$ cat config.mk
export PLATFORM = sky130hd
export DESIGN_NAME = fw_cmd_decoder_flat
export DESIGN_NICKNAME = d
export VERILOG_FILES = /design/src/rtl/fw_cmd_decoder_pkg.sv /design/src/rtl/fw_cmd_decoder_if.sv /design/src/rtl/fw_cmd_array_ptr.sv /design/src/rtl/fw_cmd_decoder.sv /design/src/flat_wrapper.sv
export SDC_FILE = /design/constraint.sdc
export NUM_CORES = 1
export LEC_CHECK = 0
export BUFFER_PORTS_ARGS = -buffer_cell sky130_fd_sc_hd__buf_2
export CORE_MARGIN = 2
export CORE_UTILIZATION = 56
export DETAILED_ROUTE_END_ITERATION = 8
export PLACE_DENSITY = 0.89
export SLEW_MARGIN = 0
export SYNTH_ARGS = -nofsm -noshare
export SYNTH_HDL_FRONTEND = slang
export SYNTH_HIERARCHICAL = 1
export SYNTH_SLANG_ARGS = --single-unit
$ cat constraint.sdc
create_clock -name fw_axi_clk -period 5.2 [get_ports fw_axi_clk]
set_input_delay 0 -clock fw_axi_clk [delete_from_list [all_inputs] [get_ports fw_axi_clk]]
set_output_delay 0 -clock fw_axi_clk [all_outputs]
set_load 0.02 [all_outputs]
$ cat src/rtl/fw_cmd_decoder_pkg.sv
// rtl/fw_cmd_decoder_pkg.sv - shared types, field positions and decode helpers for fw_cmd_decoder
package fw_cmd_decoder_pkg;

  typedef enum logic [1:0] {IDLE, RD_REQ, RD_WAIT, RSP} state_t_fw_cmd_decoder;

  typedef enum logic [3:0] {
    OP_NOOP              = 4'h0,
    OP_W_RST_FW          = 4'h1,
    OP_W_CFG_STATIC_0    = 4'h2,
    OP_R_CFG_STATIC_0    = 4'h3,
    OP_W_CFG_STATIC_1    = 4'h4,
    OP_R_CFG_STATIC_1    = 4'h5,
    OP_W_CFG_ARRAY_0     = 4'h6,
    OP_R_CFG_ARRAY_0     = 4'h7,
    OP_W_CFG_ARRAY_1     = 4'h8,
    OP_R_CFG_ARRAY_1     = 4'h9,
    OP_W_CFG_ARRAY_2     = 4'hA,
    OP_R_CFG_ARRAY_2     = 4'hB,
    OP_R_DATA_ARRAY_0    = 4'hC,
    OP_R_DATA_ARRAY_1    = 4'hD,
    OP_W_STATUS_FW_CLEAR = 4'hE,
    OP_W_EXECUTE         = 4'hF
  } op_code_t;

  localparam int cfg_array_words  = 217;
  localparam int data_array_words = 32;

  localparam int windex_device_id = 28;
  localparam int windex_op_code   = 24;
  localparam int windex_body      = 0;
  localparam int rindex_device_id = 28;
  localparam int rindex_op_code   = 24;
  localparam int rindex_data      = 0;

  localparam int status_index_rst_fw    = 0;
  localparam int status_index_execute   = 13;
  localparam int status_index_test_done = 14;
  localparam int status_index_exec_err  = 31;

  typedef struct packed {
    logic [23:0] cfg_static_0;
    logic [23:0] cfg_static_1;
    logic [23:0] exec_cfg;
    logic        exec_start;
    logic        fw_soft_rst;
    logic        arr_wr_en;
    logic [2:0]  arr_sel;
    logic [7:0]  arr_addr;
    logic [23:0] arr_wdata;
    logic [31:0] rsp_word;
    logic [31:0] status;
  } dec_regs_t;

  // Ops 1..13 own status bits 0..12 in op order; execute owns bit 13, clear owns none.
  function automatic logic [31:0] status_set_mask(input op_code_t op);
    case (op)
      OP_NOOP, OP_W_STATUS_FW_CLEAR: return 32'h0;
      OP_W_EXECUTE:                  return 32'h1 << status_index_execute;
      default:                       return 32'h1 << (op - 4'd1);
    endcase
  endfunction

  function automatic logic is_wr_array(input op_code_t op);
    return op inside {OP_W_CFG_ARRAY_0, OP_W_CFG_ARRAY_1, OP_W_CFG_ARRAY_2};
  endfunction

  function automatic logic is_rd_array(input op_code_t op);
    return op inside {OP_R_CFG_ARRAY_0, OP_R_CFG_ARRAY_1, OP_R_CFG_ARRAY_2,
                      OP_R_DATA_ARRAY_0, OP_R_DATA_ARRAY_1};
  endfunction

  function automatic logic [2:0] arr_index(input op_code_t op);
    case (op)
      OP_W_CFG_ARRAY_1, OP_R_CFG_ARRAY_1: return 3'd1;
      OP_W_CFG_ARRAY_2, OP_R_CFG_ARRAY_2: return 3'd2;
      OP_R_DATA_ARRAY_0:                  return 3'd3;
      OP_R_DATA_ARRAY_1:                  return 3'd4;
      default:                            return 3'd0;
    endcase
  endfunction

  function automatic logic onehot4(input logic [3:0] v);
    return $countones(v) == 1;
  endfunction

  function automatic logic [31:0] pack_rsp(input logic [3:0] id, input op_code_t op,
                                           input logic [23:0] data);
    logic [31:0] w;
    w = '0;
    w[rindex_device_id +: 4] = id;
    w[rindex_op_code +: 4]   = op;
    w[rindex_data +: 24]     = data;
    return w;
  endfunction

endpackage

$ cat src/rtl/fw_cmd_decoder_if.sv
// rtl/fw_cmd_decoder_if.sv - host command/response channel bundle for fw_cmd_decoder
interface fw_cmd_decoder_if;
  logic        cmd_valid;
  logic        cmd_ready;
  logic [31:0] cmd_word;
  logic        rsp_valid;
  logic        rsp_ready;
  logic [31:0] rsp_word;

  modport master (output cmd_valid, cmd_word, rsp_ready,
                  input  cmd_ready, rsp_valid, rsp_word);
  modport slave  (input  cmd_valid, cmd_word, rsp_ready,
                  output cmd_ready, rsp_valid, rsp_word);
endinterface

$ cat src/rtl/fw_cmd_array_ptr.sv
// rtl/fw_cmd_array_ptr.sv - five wrap-around word pointers (cfg_array_0..2, data_array_0..1)
module fw_cmd_array_ptr
  import fw_cmd_decoder_pkg::*;
#(
  parameter int CFG_WORDS  = cfg_array_words,
  parameter int DATA_WORDS = data_array_words
) (
  input  logic       clk,
  input  logic       rst,
  input  logic       clear,
  input  logic       inc,
  input  logic [2:0] sel,
  output logic [7:0] ptr
);
  localparam int         NUM_ARRAYS = 5;
  localparam logic [7:0] CFG_LAST   = 8'(CFG_WORDS - 1);
  localparam logic [7:0] DATA_LAST  = 8'(DATA_WORDS - 1);

  logic [7:0] ptr_q [NUM_ARRAYS];
  logic [7:0] ptr_d [NUM_ARRAYS];

  always_comb begin
    ptr = '0;
    for (int i = 0; i < NUM_ARRAYS; i++) begin
      ptr_d[i] = ptr_q[i];
      if (sel == 3'(i)) begin
        ptr = ptr_q[i];
        if (inc) begin
          ptr_d[i] = (ptr_q[i] == ((i < 3) ? CFG_LAST : DATA_LAST)) ? 8'd0 : ptr_q[i] + 8'd1;
        end
      end
      if (clear) ptr_d[i] = '0;
    end
  end

  always_ff @(posedge clk) begin
    for (int i = 0; i < NUM_ARRAYS; i++) begin
      if (rst) ptr_q[i] <= '0;
      else     ptr_q[i] <= ptr_d[i];
    end
  end

endmodule

$ cat src/rtl/fw_cmd_decoder.sv
// rtl/fw_cmd_decoder.sv - decodes host command words into config registers, array strobes,
// execute pulses and sticky status; returns read data on the response channel
module fw_cmd_decoder
  import fw_cmd_decoder_pkg::*;
#(
  parameter logic [3:0] FW_ID      = 4'h1,
  parameter int         CFG_WORDS  = cfg_array_words,
  parameter int         DATA_WORDS = data_array_words,
  parameter int         TNUM_LSB   = 14
) (
  input  logic               fw_axi_clk,
  input  logic               fw_rst,
  fw_cmd_decoder_if.slave    host,
  output logic [23:0]        cfg_static_0,
  output logic [23:0]        cfg_static_1,
  output logic [23:0]        exec_cfg,
  output logic               exec_start,
  output logic               fw_soft_rst,
  input  logic [3:0]         test_done,
  output logic               arr_wr_en,
  output logic [2:0]         arr_sel,
  output logic [7:0]         arr_addr,
  output logic [23:0]        arr_wdata,
  output logic               arr_rd_en,
  input  logic [23:0]        arr_rdata,
  output logic [31:0]        status
);
  state_t_fw_cmd_decoder state_q, state_d;
  dec_regs_t             r_q, r_d;

  logic [3:0]  dev_id;
  op_code_t    op;
  logic [23:0] body;
  logic        hit;
  logic        ptr_inc, ptr_clear;
  logic [2:0]  ptr_sel;
  logic [7:0]  ptr_cur;

  assign dev_id = host.cmd_word[windex_device_id +: 4];
  assign op     = op_code_t'(host.cmd_word[windex_op_code +: 4]);
  assign body   = host.cmd_word[windex_body +: 24];
  assign hit    = host.cmd_valid && host.cmd_ready && (dev_id == FW_ID) && (op != OP_NOOP);

  // Writes bump the pointer on acceptance; reads bump it while arr_rd_en is high.
  assign ptr_sel   = (state_q == RD_REQ) ? r_q.arr_sel : arr_index(op);
  assign ptr_inc   = (state_q == RD_REQ) || (hit && is_wr_array(op));
  assign ptr_clear = hit && (op == OP_W_RST_FW);

  fw_cmd_array_ptr #(
    .CFG_WORDS  (CFG_WORDS),
    .DATA_WORDS (DATA_WORDS)
  ) u_ptr (
    .clk   (fw_axi_clk),
    .rst   (fw_rst),
    .clear (ptr_clear),
    .inc   (ptr_inc),
    .sel   (ptr_sel),
    .ptr   (ptr_cur)
  );

  always_ff @(posedge fw_axi_clk) begin
    if (fw_rst) state_q <= IDLE;
    else        state_q <= state_d;
  end

  always_comb begin
    state_d = state_q;
    case (state_q)
      IDLE: begin
        if (hit && (op == OP_R_CFG_STATIC_0 || op == OP_R_CFG_STATIC_1)) state_d = RSP;
        else if (hit && is_rd_array(op))                                 state_d = RD_REQ;
      end
      RD_REQ:  state_d = RD_WAIT;
      RD_WAIT: state_d = RSP;
      RSP:     if (host.rsp_ready) state_d = IDLE;
      default: state_d = IDLE;
    endcase
  end

  always_comb begin
    host.cmd_ready = (state_q == IDLE) && !fw_rst;
    host.rsp_valid = (state_q == RSP);
    arr_rd_en      = (state_q == RD_REQ);
  end

  always_comb begin
    r_d             = r_q;
    r_d.exec_start  = 1'b0;
    r_d.fw_soft_rst = 1'b0;
    r_d.arr_wr_en   = 1'b0;
    if (hit) begin
      r_d.status = r_q.status | status_set_mask(op);
      if (is_wr_array(op) || is_rd_array(op)) begin
        r_d.arr_sel  = arr_index(op);
        r_d.arr_addr = ptr_cur;
      end
      case (op)
        OP_W_RST_FW: begin
          r_d.fw_soft_rst                 = 1'b1;
          r_d.cfg_static_0                = '0;
          r_d.cfg_static_1                = '0;
          r_d.exec_cfg                    = '0;
          r_d.status                      = '0;
          r_d.status[status_index_rst_fw] = 1'b1;
        end
        OP_W_CFG_STATIC_0:    r_d.cfg_static_0 = body;
        OP_W_CFG_STATIC_1:    r_d.cfg_static_1 = body;
        OP_R_CFG_STATIC_0:    r_d.rsp_word = pack_rsp(FW_ID, op, r_q.cfg_static_0);
        OP_R_CFG_STATIC_1:    r_d.rsp_word = pack_rsp(FW_ID, op, r_q.cfg_static_1);
        OP_W_STATUS_FW_CLEAR: r_d.status = '0;
        OP_W_EXECUTE: begin
          if (onehot4(body[TNUM_LSB +: 4])) begin
            r_d.exec_cfg   = body;
            r_d.exec_start = 1'b1;
          end else begin
            r_d.status[status_index_exec_err] = 1'b1;
          end
        end
        default: begin
          if (is_wr_array(op)) begin
            r_d.arr_wr_en = 1'b1;
            r_d.arr_wdata = body;
          end else if (is_rd_array(op)) begin
            r_d.rsp_word = pack_rsp(FW_ID, op, 24'h0);
          end
        end
      endcase
    end
    if (state_q == RD_WAIT) r_d.rsp_word[rindex_data +: 24] = arr_rdata;
    // test_done is OR-ed in last so it survives a same-cycle clear or soft reset.
    r_d.status[status_index_test_done +: 4] = r_d.status[status_index_test_done +: 4] | test_done;
  end

  always_ff @(posedge fw_axi_clk) begin
    if (fw_rst) r_q <= '0;
    else        r_q <= r_d;
  end

  assign host.rsp_word = r_q.rsp_word;
  assign cfg_static_0  = r_q.cfg_static_0;
  assign cfg_static_1  = r_q.cfg_static_1;
  assign exec_cfg      = r_q.exec_cfg;
  assign exec_start    = r_q.exec_start;
  assign fw_soft_rst   = r_q.fw_soft_rst;
  assign arr_wr_en     = r_q.arr_wr_en;
  assign arr_sel       = r_q.arr_sel;
  assign arr_addr      = r_q.arr_addr;
  assign arr_wdata     = r_q.arr_wdata;
  assign status        = r_q.status;

endmodule

$ cat src/flat_wrapper.sv
// flat-port wrapper written by rule: the top's interface ports become plain ports
module fw_cmd_decoder_flat import fw_cmd_decoder_pkg::*;
#(
  parameter logic [3:0] FW_ID      = 4'h1,
  parameter int         CFG_WORDS  = cfg_array_words,
  parameter int         DATA_WORDS = data_array_words,
  parameter int         TNUM_LSB   = 14
)
  (fw_axi_clk, fw_rst, cfg_static_0, cfg_static_1, exec_cfg, exec_start, fw_soft_rst, test_done, arr_wr_en, arr_sel, arr_addr, arr_wdata, arr_rd_en, arr_rdata, status, host_cmd_valid, host_cmd_word, host_rsp_ready, host_cmd_ready, host_rsp_valid, host_rsp_word);
  fw_cmd_decoder_if host_i ();
  input  logic fw_axi_clk;
  input  logic fw_rst;
  output logic [23:0] cfg_static_0;
  output logic [23:0] cfg_static_1;
  output logic [23:0] exec_cfg;
  output logic exec_start;
  output logic fw_soft_rst;
  input  logic [3:0] test_done;
  output logic arr_wr_en;
  output logic [2:0] arr_sel;
  output logic [7:0] arr_addr;
  output logic [23:0] arr_wdata;
  output logic arr_rd_en;
  input  logic [23:0] arr_rdata;
  output logic [31:0] status;
  input wire logic [$bits(host_i.cmd_valid)-1:0] host_cmd_valid;
  input wire logic [$bits(host_i.cmd_word)-1:0] host_cmd_word;
  input wire logic [$bits(host_i.rsp_ready)-1:0] host_rsp_ready;
  output wire logic [$bits(host_i.cmd_ready)-1:0] host_cmd_ready;
  output wire logic [$bits(host_i.rsp_valid)-1:0] host_rsp_valid;
  output wire logic [$bits(host_i.rsp_word)-1:0] host_rsp_word;
  assign host_i.cmd_valid = host_cmd_valid;
  assign host_i.cmd_word = host_cmd_word;
  assign host_i.rsp_ready = host_rsp_ready;
  assign host_cmd_ready = host_i.cmd_ready;
  assign host_rsp_valid = host_i.rsp_valid;
  assign host_rsp_word = host_i.rsp_word;
  fw_cmd_decoder #(.FW_ID(FW_ID), .CFG_WORDS(CFG_WORDS), .DATA_WORDS(DATA_WORDS), .TNUM_LSB(TNUM_LSB)) u_core (.fw_axi_clk(fw_axi_clk), .fw_rst(fw_rst), .host(host_i), .cfg_static_0(cfg_static_0), .cfg_static_1(cfg_static_1), .exec_cfg(exec_cfg), .exec_start(exec_start), .fw_soft_rst(fw_soft_rst), .test_done(test_done), .arr_wr_en(arr_wr_en), .arr_sel(arr_sel), .arr_addr(arr_addr), .arr_wdata(arr_wdata), .arr_rd_en(arr_rd_en), .arr_rdata(arr_rdata), .status(status));
endmodule
==> flow_summary.ini <==
[sta]
tightestPinTransition_ns = 1.377
fin_ws_ns = 0.9418
hold_violations = 0
fmax_mhz = 234.8
min_period_ns = 4.258
tns_ns = 0
setup_viol_count_final = 0
period_share_pct = 81.89
rsz0062_at_grt = no
max-slew-margin-rel_pct = 7.797
fin_skew_ns = 0.01024
slew_viol_final = 0

[clock_tree]
ctsHtreeMaxLevel = 1
ctsLongestPathBuffers = 3
tritoncts = done
numCtsBuffers = 23
cts.repair.resized = 0
clk_latency_ns = 0.50
path_clk_slew_ns = 0.06
cts.sinks = 213
cts_hold_buf = 54
cts_setup_buffers = 0
cts_root_buf = clkbuf_16

[floorplan]
die_h_um = 129.4
ios = 241
core_area_um2 = 15260
rows = 45
start_util_pct = 57.73
dieArea_um2 = 16750
die_w_um = 129.4

[worst_setup_path]
endpoint = u_core/u_ptr/ptr_q[1][5]$_SDFFE_PP0P_
crit_fanout = 26
crit_type = flip-flop to flip-flop
r2r_start = u_core/state_q[0]$_SDFFE_PP0P_
arrival_ns = 4.60
crit_path_end_kind = flip-flop
crit_start = u_core/state_q[0]$_SDFFE_PP0P_
critPathRequiredTime_ns = 5.54
rrSetupSlack_ns = 0.94
worstRegToRegCells = 8
r2r_end = u_core/u_ptr/ptr_q[1][5]$_SDFFE_PP0P_
start_kind = flip-flop

[synthesis]
yosys.area.top_type_share_pct = 48.41
synth.most_common_cell = dfxtp_1
synth_top_area_cell = dfxtp_1
yosys_warnings = 6
synth_cells = 928
syn_avg_cell_area_um2 = 9.492
synthTopCellsByArea = dfxtp_1 48%, a22o_1 4.8%, a22oi_1 4.6%, nor2_1 3.7%, a21oi_1 3.3%
ys_ff_latch = 213
ys_seq_area_share_pct = 48.41
postSynth.topFlopCell = dfxtp_1
async_flop_share_pct = 0
synth_cell_types = 64
synth_edf_count = 0
syn_area_um2 = 8808
synth_top_cells_by_count = 213 x dfxtp_1, 86 x nor2_1, 72 x nand2_1

[route]
wl_per_cell_um = 20.93
post_drt_via_cell_ratio = 6.321
vias = 8938
drt-total-wl_um = 29600
drt_iter0_markers = 879
drc = 0
postRouteAntennaNets = 0
drt_pass1_iterations = 6

[placed_design]
portBuffers = 237
placed_area_um2 = 10050
gp_congestion = 0.9257
place_ws_ns = 1.047
dp_hpwl_um = 17760
dp_cells = 1317

[pwr]
power.total_uw = 3747
power.density_nw_per_um2 = 328.7
power_leakage_uw = 0.004860
vdd_ir_drop_max_mv = 0.2552

[status]
status = finished clean

[global_routing]
grt_pass1_vias = 8633
grt.total_usage_pct = 34.05
gr-usage-met2_pct = 56.44
antenna_found_initial = 1
grt_use_met3_pct = 9.620
grt_util_met1_pct = 39.09
overflow = 0
gr-max-usage-layer = met2
grt_pass1_wl_um = 45050
grt_max_degree = 87

[layout]
instances_no_fill = 1414
fin_nets = 1265
drive_above_1_share_pct = 25.40
fillers = 1012
synthToLayoutAreaGrowth_pct = 29.40
stdcell_area_um2 = 11400

[job]
maxCapViolCount = 0

[worst_hold_path]
hold_path.class = input port to flip-flop
## kinds of logic after synthesis
kind of cell               Yosys count  synth area share [%]
other                                1               0.04257
DFF                                213                 48.41
buffers and inverters              100                 4.957
muxes                               29                 3.580
adders and majority gates           16                 2.358
and+or+nand+nor                    291                 17.09
AOI/OAI and AO/OA                  271                 22.87
xor gates and xnor gates             7                0.6960
## critical path: stages, from the launching register on
cell and delay, ns:
dfxtp_1 0.34, inv_1 0.12, ha_1 0.23, nand4bb_1 0.43, a2111o_1 0.87, nand2b_1 0.42
nand4bb_1 0.55, o31ai_1 0.99, a21oi_1 0.12
## placed cells by master, fill, tap and decap left out, types with 15 or more instances in the layout
master         instances
ha_1                  15
o21ai_0               18
buf_2                237
dfxtp_1              213
or3_1                 17
a21oi_1               58
inv_1                 27
nor2_1                86
a221o_1               24
a22o_1                48
mux2i_1               27
dlygate4sd3_1         54
nand3_1               16
o31ai_1               21
clkbuf_16             23
or4_1                 17
nand2_1               72
a22oi_1               54
## registers in the layout, indices dropped and copies added (netlist names), named ones only
| register | count |
|---|---|
| u_core/u_ptr/ptr_q | 40 |
| u_core/status | 31 |
| u_core/host.rsp_word | 29 |
| u_core/arr_wdata | 24 |
| u_core/cfg_static_0 | 24 |
| u_core/cfg_static_1 | 24 |
| u_core/exec_cfg | 24 |
| u_core/arr_addr | 8 |
| u_core/arr_sel | 3 |
| u_core/state_q | 2 |
| u_core/arr_wr_en | 1 |
| u_core/exec_start | 1 |
| u_core/fw_soft_rst | 1 |
## worst min path at each step
stage,to,slack [ns],startpoint,depth (start not counted)
floorplan,u_core/status[14]$_SDFF_PP0_,0.12,test_done[0],2
global placement,u_core/status[17]$_SDFF_PP0_,0.21,test_done[3],3
detailed placement,u_core/status[17]$_SDFF_PP0_,0.21,test_done[3],3
CTS,u_core/arr_sel[1]$_SDFFE_PP0P_,0.007,host_cmd_word[27],3
global route,u_core/arr_sel[1]$_SDFFE_PP0P_,0.03,host_cmd_word[27],3
finish,u_core/arr_sel[1]$_SDFFE_PP0P_,0.03,host_cmd_word[27],3
## per-stage QoR
step	hold WS, ns	util (%)
finish	0.02675	74.70
floorplan	0.1174	-
global placement	0.2068	65.88
CTS	0.006557	74.67
detailed placement	0.2131	65.88
global route	0.02925	74.69
## power breakdown
part | total, uW | internal (uW) | switching [uW] | leakage [uW]
logic | 357 | 130 | 227 | 0.00275
registers | 1680 | 1660 | 18.4 | 0.00172
clock network | 1710 | 1050 | 663 | 0.000397
total | 3750 | 2840 | 908 | 0.00486
## per-layer routing
layer	wire (um)	part of all wire (%)	vias to the layer above
li1	-	-	3945
met1	10520	36	4163
met2	14210	48	658
met3	3212	11	172
met4	1660	5.6	0
met5	0	0	-
## final cells by class
type	instances	area, um2	area share (%)
timing repair buffer	302	1809	15.87
antenna	2	5.005	0.04391
multi-input combinational	617	4150	36.41
clock buffer	32	669.4	5.873
tap	211	264.0	2.316
clock inverter	9	131.4	1.153
inverter	28	105.1	0.9221
sequential	213	4264	37.41
Power figures use the tool's default switching activity.
